File: src/rtl/mux4_arb_pkg.sv
// Shared types and sizing helpers for the 4-requester round-robin packet arbiter.
package mux4_arb_pkg;

    localparam int N_REQ = 4;
    localparam int SEL_W = 2;

    typedef enum logic [0:0] {
        IDLE  = 1'b0,
        GRANT = 1'b1
    } arb_state_t;

    // Beat counter must be able to hold MAX_BEATS itself.
    function automatic int cnt_width(input int max_beats);
        return $clog2(max_beats + 1);
    endfunction

endpackage

File: src/rtl/rr_pick4.sv
// Combinational round-robin picker: first requester at or after ptr, scanning upward mod 4.
module rr_pick4
    import mux4_arb_pkg::*;
(
    input  logic [N_REQ-1:0] req,
    input  logic [SEL_W-1:0] ptr,
    output logic             any,
    output logic [SEL_W-1:0] idx
);

    logic [SEL_W-1:0] cand;

    always_comb begin
        any  = |req;
        idx  = ptr;
        cand = '0;
        // Descending scan so the closest candidate to ptr is written last.
        for (int k = N_REQ - 1; k >= 0; k--) begin
            cand = ptr + SEL_W'(k);
            if (req[cand]) begin
                idx = cand;
            end
        end
    end

endmodule

File: src/rtl/mux4_rr_arbiter.sv
// Round-robin packet arbiter sequencing a shared 4:1 data mux; grant is held until last or watchdog.
module mux4_rr_arbiter
    import mux4_arb_pkg::*;
#(
    parameter int DATA_W    = 4,
    parameter int MAX_BEATS = 16
) (
    input  logic                    clk,
    input  logic                    rst,
    input  logic [N_REQ-1:0]        req,
    input  logic [N_REQ*DATA_W-1:0] in_data,
    input  logic [N_REQ-1:0]        in_last,
    output logic [N_REQ-1:0]        in_ready,
    output logic [DATA_W-1:0]       out_data,
    output logic                    out_valid,
    output logic                    out_last,
    input  logic                    out_ready,
    output logic [SEL_W-1:0]        sel,
    output logic [N_REQ-1:0]        gnt,
    output logic                    busy,
    output logic                    err,
    output arb_state_t              dbg_state,
    output logic [SEL_W-1:0]        dbg_ptr
);

    localparam int CNT_W = cnt_width(MAX_BEATS);
    localparam logic [CNT_W-1:0] CNT_MAX = CNT_W'(MAX_BEATS);

    // Handshake: a beat transfers when out_valid and out_ready are both high in GRANT;
    // in_ready[sel] mirrors out_ready so the source sees exactly the sink's acceptance.

    arb_state_t       state, state_n;
    logic [SEL_W-1:0] sel_n, ptr, ptr_n;
    logic [N_REQ-1:0] gnt_n;
    logic [CNT_W-1:0] cnt, cnt_n, cnt_inc;
    logic             err_n;
    logic             pick_any;
    logic [SEL_W-1:0] pick_idx;
    logic             granted, beat, wd_hit, rel;

    rr_pick4 u_pick (
        .req (req),
        .ptr (ptr),
        .any (pick_any),
        .idx (pick_idx)
    );

    assign granted = (state == GRANT);
    assign beat    = granted & req[sel] & out_ready;
    assign cnt_inc = cnt + 1'b1;
    assign wd_hit  = (cnt_inc == CNT_MAX);
    assign rel     = beat & (in_last[sel] | wd_hit);

    always_ff @(posedge clk or posedge rst) begin
        if (rst) begin
            state <= IDLE;
            sel   <= '0;
            gnt   <= '0;
            ptr   <= '0;
            cnt   <= '0;
            err   <= 1'b0;
        end else begin
            state <= state_n;
            sel   <= sel_n;
            gnt   <= gnt_n;
            ptr   <= ptr_n;
            cnt   <= cnt_n;
            err   <= err_n;
        end
    end

    always_comb begin
        state_n = state;
        sel_n   = sel;
        gnt_n   = gnt;
        ptr_n   = ptr;
        cnt_n   = cnt;
        err_n   = 1'b0;
        case (state)
            IDLE: begin
                if (pick_any) begin
                    state_n = GRANT;
                    sel_n   = pick_idx;
                    gnt_n   = N_REQ'(1) << pick_idx;
                    cnt_n   = '0;
                end
            end
            GRANT: begin
                if (beat) begin
                    cnt_n = cnt_inc;
                end
                if (rel) begin
                    state_n = IDLE;
                    gnt_n   = '0;
                    ptr_n   = sel + 1'b1;
                    cnt_n   = '0;
                    // A watchdog release that happens to carry last is still a clean packet end.
                    err_n   = ~in_last[sel];
                end
            end
            default: state_n = IDLE;
        endcase
    end

    always_comb begin
        out_data  = in_data[sel*DATA_W +: DATA_W];
        out_valid = granted & req[sel];
        out_last  = granted & in_last[sel];
        in_ready  = '0;
        if (granted && out_ready) begin
            in_ready[sel] = 1'b1;
        end
        busy      = granted;
        dbg_state = state;
        dbg_ptr   = ptr;
    end

endmodule

File: config.mk
export PLATFORM = sky130hd
export DESIGN_NAME = mux4_rr_arbiter
export DESIGN_NICKNAME = d
export VERILOG_FILES = /design/src/rtl/mux4_arb_pkg.sv /design/src/rtl/rr_pick4.sv /design/src/rtl/mux4_rr_arbiter.sv
export SDC_FILE = /design/constraint.sdc
export NUM_CORES = 1
export LEC_CHECK = 0
export BUFFER_PORTS_ARGS = -buffer_cell sky130_fd_sc_hd__buf_2
export CORE_ASPECT_RATIO = 0.6
export CORE_MARGIN = 3
export CORE_UTILIZATION = 45
export DETAILED_ROUTE_END_ITERATION = 8
export MAX_ROUTING_LAYER = met4
export PLACE_DENSITY = 0.87
export SLEW_MARGIN = 20
export SYNTH_ARGS = -nofsm -noshare
export SYNTH_HDL_FRONTEND = slang
export SYNTH_SLANG_ARGS = --single-unit
File: constraint.sdc
create_clock -name clk -period 5.3 [get_ports clk]
set_clock_uncertainty 0.1 [all_clocks]
set_input_delay 1.06 -clock clk [delete_from_list [all_inputs] [get_ports clk]]
set_output_delay 1.06 -clock clk [all_outputs]
set_load 0.005 [all_outputs]
# == Yosys cells after proc, flatten, opt, wreduce, memory -nomap -nowiden ==
# Index checks and enable logic that the tools add are counted.
# classes
add_sub_neg,5
n_lt_le_gt_ge,6
eq_ne,4
shifts,2
n_mux,31
bitwise,7
reduce_logical,7
# op_table
operator,n
$shiftx A16 B5 Y4,1
$lt A2 B3 Y1 const B,5
$mux W5,3
$bmux W1 S2,6
$mux W4,3
$mux W1,11
$pmux W5 S2,1
$mux W2,4
$pmux W4 S2,1
$reduce_and A2 Y1,4
$add A5 B1 Y5 const B,1
$eq A5 B5 Y1 const B,1
$add A2 B1 Y2 const B,2
$add A2 B2 Y2 const B,2
$and A1 B1 Y1,4
$reduce_or A4 Y1,1
$shl A1 B2 Y4 const A,1
$ne A3 B1 Y1 const B,1
$demux W1 S2,1
$ge A2 B1 Y1 const B,1
$logic_and A1 B1 Y1,2
$ne A2 B1 Y1 const B,1
$ne A2 B2 Y1 const B,1
$not A1 Y1,2
2 further kinds,2
# word_totals
reg_bits,15
inputBits,27
output_inout_bits,21
elab_cells,68

# == Logic depth before layout (Yosys ltp) ==
# logic_depth
word_depth,10
depth_mapped,7
ltp_nobuf,5

# == By module ==
# From an unflattened synthesis, not the netlist that was laid out.
# unflattened
cells_unflattened,100
area_unflattened_um2,1057.3
# by_module_without_submodules
mod,instances,cells_per_inst,area_each_um2,seq_area_each_um2
mux4_rr_arbiter,1,84,957.2,375.4
rr_pick4,1,16,100.1,0.0

# == Least setup slack after synthesis ==
# Ideal clock, no wire load.
# synth_timing
path_kind,input to output
start,input in_last[3]
end,output out_last
t_arrival_ps,1671
required_time_ps,4140
path_slack_ps,2469
cell_stages,3
n_path_buf,0
path_cell_list,mux4_2 > inv_2 > nor2_1
# synth_between
elab_chain_cells,3
# synth_rtl
item,line,rtl
"start, declared",mux4_rr_arbiter.sv:12,"input logic [N_REQ-1:0] in_last,"
$bmux W1 S2,mux4_rr_arbiter.sv:108,out_last = granted & in_last[sel];
$mux W1 (implied by the code),mux4_rr_arbiter.sv:108,
$and A1 B1 Y1,mux4_rr_arbiter.sv:108,
"end, declared",mux4_rr_arbiter.sv:16,"output logic out_last,"
# Every way passes these cells. The select of a mux whose other input is x is not followed.

# == Worst setup path in the final report ==
# Same ends and word-level chain as after synthesis.

==> impl_metrics.toml <==
[run_status]
outcome = "finished clean"

[sta]
hold_viol = 0
totalNegativeSetupSlack_ns = 0
maxSlewViolCount = 0
setup_repair_after_global_routing_missed_its_margin = "no"
maxSlewHeadroom_pct = 63.6
timing_worst_slew_pin_value_ns = 0.545
finalWorstPathRequiredPeriod_ns = 3.07
finalWorstSetupSlack_ns = 2.23
setup_viol = 0
timing.fmax_mhz = 326
min_period_over_period_pct = 57.9

[synthesis]
yosysWarningCount = 0
synth.yosys.seq_area_share_pct = 34.8
synth_edf_count = 0
ys_async_sr_fraction_pct = 100
ys_ff_latch = 15
yosysUniqueCellTypes = 35
leading_register_cell_type_out_of_synthesis = "sky130_fd_sc_hd__dfrtp_1"
mappedNetlistArea_um2 = 1080
synthesis.nets = 141
postSynthAreaPerCell_um2 = 9.88
syn_inst = 109

[cells_and_area]
finish.net_count = 187
finalCoreUtilization_pct = 61.3
synthToLayoutAreaGrowth_pct = 25.9
final_cells = 184
final_common_cell = "sky130_fd_sc_hd__buf_2"
mostFrequentLayoutCells = "sky130_fd_sc_hd__buf_2 (47), sky130_fd_sc_hd__dfrtp_1 (15), sky130_fd_sc_hd__nand2_1 (11)"
n_antenna_cell = 0
final_layout_size_suffix_gt1_share_pct = 36.4

[setup_path]
required_time_at_the_worst_slack_endpoint_ns = 4.14
crit_chain = "buf_2, mux4_2, inv_2, nor2_1, buf_2"
crit_path_start_kind = "primary input"
critPathKind = "in2out"
critPathMaxFanout = 5
crit_top_cell = "sky130_fd_sc_hd__buf_2"
timing.critical_path.to_type = "primary output"
critical_path.slowest_cell = "sky130_fd_sc_hd__mux4_2"
worst_ep_arrival_time_ns = 1.91
delay_of_the_slowest_cell_on_the_worst_path_ns = 0.52

[drt]
detail-route-antenna-nets = 0
routed_via_density = 5.68
vias = 1045
remaining_routing_drc_violations = 0
drt_iter0_drc = 49
detail_route.wl_per_cell_um = 15.3
detailedRoute.firstPassIterationCount = 5
detail_route.wirelength_um = 2810

[pwr]
pwr_cell_area_nw_per_um2 = 456
irDropWorstVdd_mv = 0.258
leak_pwr_nw = 0.706

[clock_network]
number_of_levels_in_the_clock_h_tree = 1
post_cts_hold_buffer_count = 0
postCtsSetupRepairBufs = 0
clock_transition_at_the_registers_of_the_reported_paths_ns = 0.06
numCtsBuffers = 3
clock-root-buffer = "sky130_fd_sc_hd__clkbuf_8"
clockBufferDepth = 2
clk_latency_ns = 0.25
post_cts_resize_count = 0
clk_sink_count = 15
cts_tree = "yes"

[placed_design]
place.gp.congestion = 0.845
port_buffers = 47
dpl_worst_slack_ns = 2.23
total_placed_cells_including_tap_cells = 180
place_hpwl_um = 2240

[floorplanning]
io_pins = 48
die_y_um = 43.9
die_w_um = 69.2
rows = 13
fp.coreArea_um2 = 2210
dieArea_um2 = 3040
floorplan.initialDensity_pct = 48.7

[grt]
global_route.usage.total_pct = 19.7
first_global_vias = 980
largest_net_degree_at_the_start_of_global_routing = 16
grt_pass1_wl_um = 4530
antenna_found_initial = 0
globalRoute.totalOverflow = 0

[flow_run]
timing.max_cap.violations = 0

[min_path]
worstHoldPathType = "reg2reg"
[per-stage QoR]
| stage | area (um2) | power (mW) | hold WS, ns |
|---|---|---|---|
| final | 1360 | 0.619 | 0.427 |
| after global placement | 1310 | 0.511 | 0.409 |
| after detailed placement | 1310 | 0.527 | 0.417 |
| after CTS | 1360 | 0.623 | 0.430 |
| after floorplan | 1080 | 0.421 | 0.397 |
| after global routing | 1360 | 0.669 | 0.457 |
[logic make-up after synthesis]
| logic type | Yosys count | synth area share, % |
|---|---|---|
| compound gates | 27 | 17.2 |
| flops | 15 | 34.8 |
| buf+inv | 14 | 6.39 |
| fa+ha+maj | 5 | 5.81 |
| mux | 10 | 17.4 |
| simple gates | 38 | 18.4 |
[final cells by class]
type | count | area, um2
multi-input combinational | 80 | 633
inverter | 8 | 30.0
fill | 209 | 856
tap | 30 | 37.5
timing repair buffer | 47 | 235
sequential | 15 | 375
clock buffer | 4 | 45.0
[cell usage after synthesis, types with 2 or more instances]
cell type	number	area share, %
sky130_fd_sc_hd__a21o_1	3	2.1
sky130_fd_sc_hd__a21oi_1	7	3.3
sky130_fd_sc_hd__a32o_1	3	2.8
sky130_fd_sc_hd__and3_1	5	2.9
sky130_fd_sc_hd__buf_4	2	1.4
sky130_fd_sc_hd__clkbuf_1	2	0.70
sky130_fd_sc_hd__dfrtp_1	15	35
sky130_fd_sc_hd__ha_1	5	5.8
sky130_fd_sc_hd__inv_1	7	2.4
sky130_fd_sc_hd__mux2_4	2	2.8
sky130_fd_sc_hd__mux2i_1	3	2.8
sky130_fd_sc_hd__mux4_1	4	9.8
sky130_fd_sc_hd__nand2_1	11	3.8
sky130_fd_sc_hd__nand3_1	4	1.9
sky130_fd_sc_hd__nand3b_1	4	2.8
sky130_fd_sc_hd__nor2_1	6	2.1
sky130_fd_sc_hd__nor2b_1	3	1.7
sky130_fd_sc_hd__o21ai_0	5	2.3
sky130_fd_sc_hd__o32ai_1	2	1.6
[where the power goes]
group          switching [mW]  total (mW)  internal, mW
Combinational           0.139       0.299         0.160
Sequential             0.0737       0.228         0.154
Clock                  0.0387      0.0920        0.0533
[sequential cells by signal (all words and copies together), names as in the netlist]
register and flops:
sel 2, err 1, busy 1, dbg_ptr 2, gnt 4, cnt 5
[metal layers]
metal  part of all wire, %  routed length [um]  track usage, %  up-vias
met2                    49                1390            31.3       33
met5                     0                   0               -        -
met1                    43                1200            24.1      510
li1                      -                   -               -      496
met3                   6.4                 179            5.79        6
met4                   1.6                  46            7.39        0
[critical path, delay by kind of cell]
family | cells | cell delay (ns)
multiplexers | 1 | 0.52
buffers and inverters | 3 | 0.29
AND/OR/NAND/NOR | 1 | 0.04
[path summary, 6_finish.rpt]
| check | startpoint | to | slack, ns | cells after the start |
|---|---|---|---|---|
| setup / recovery | in_last[3] | out_last | 2.23 | 5 |
| hold / removal | gnt[2] | gnt[2] | 0.43 | 1 |
| setup reg to reg | sel[0] | dbg_ptr[0] | 3.18 | 3 |
| hold reg to reg | gnt[2] | gnt[2] | 0.43 | 1 |
| max in group asynchronous | rst | sel[1] | 3.99 | 2 |
| min in group asynchronous | rst | busy | 0.75 | 2 |
(Power assumes the default switching activity.)
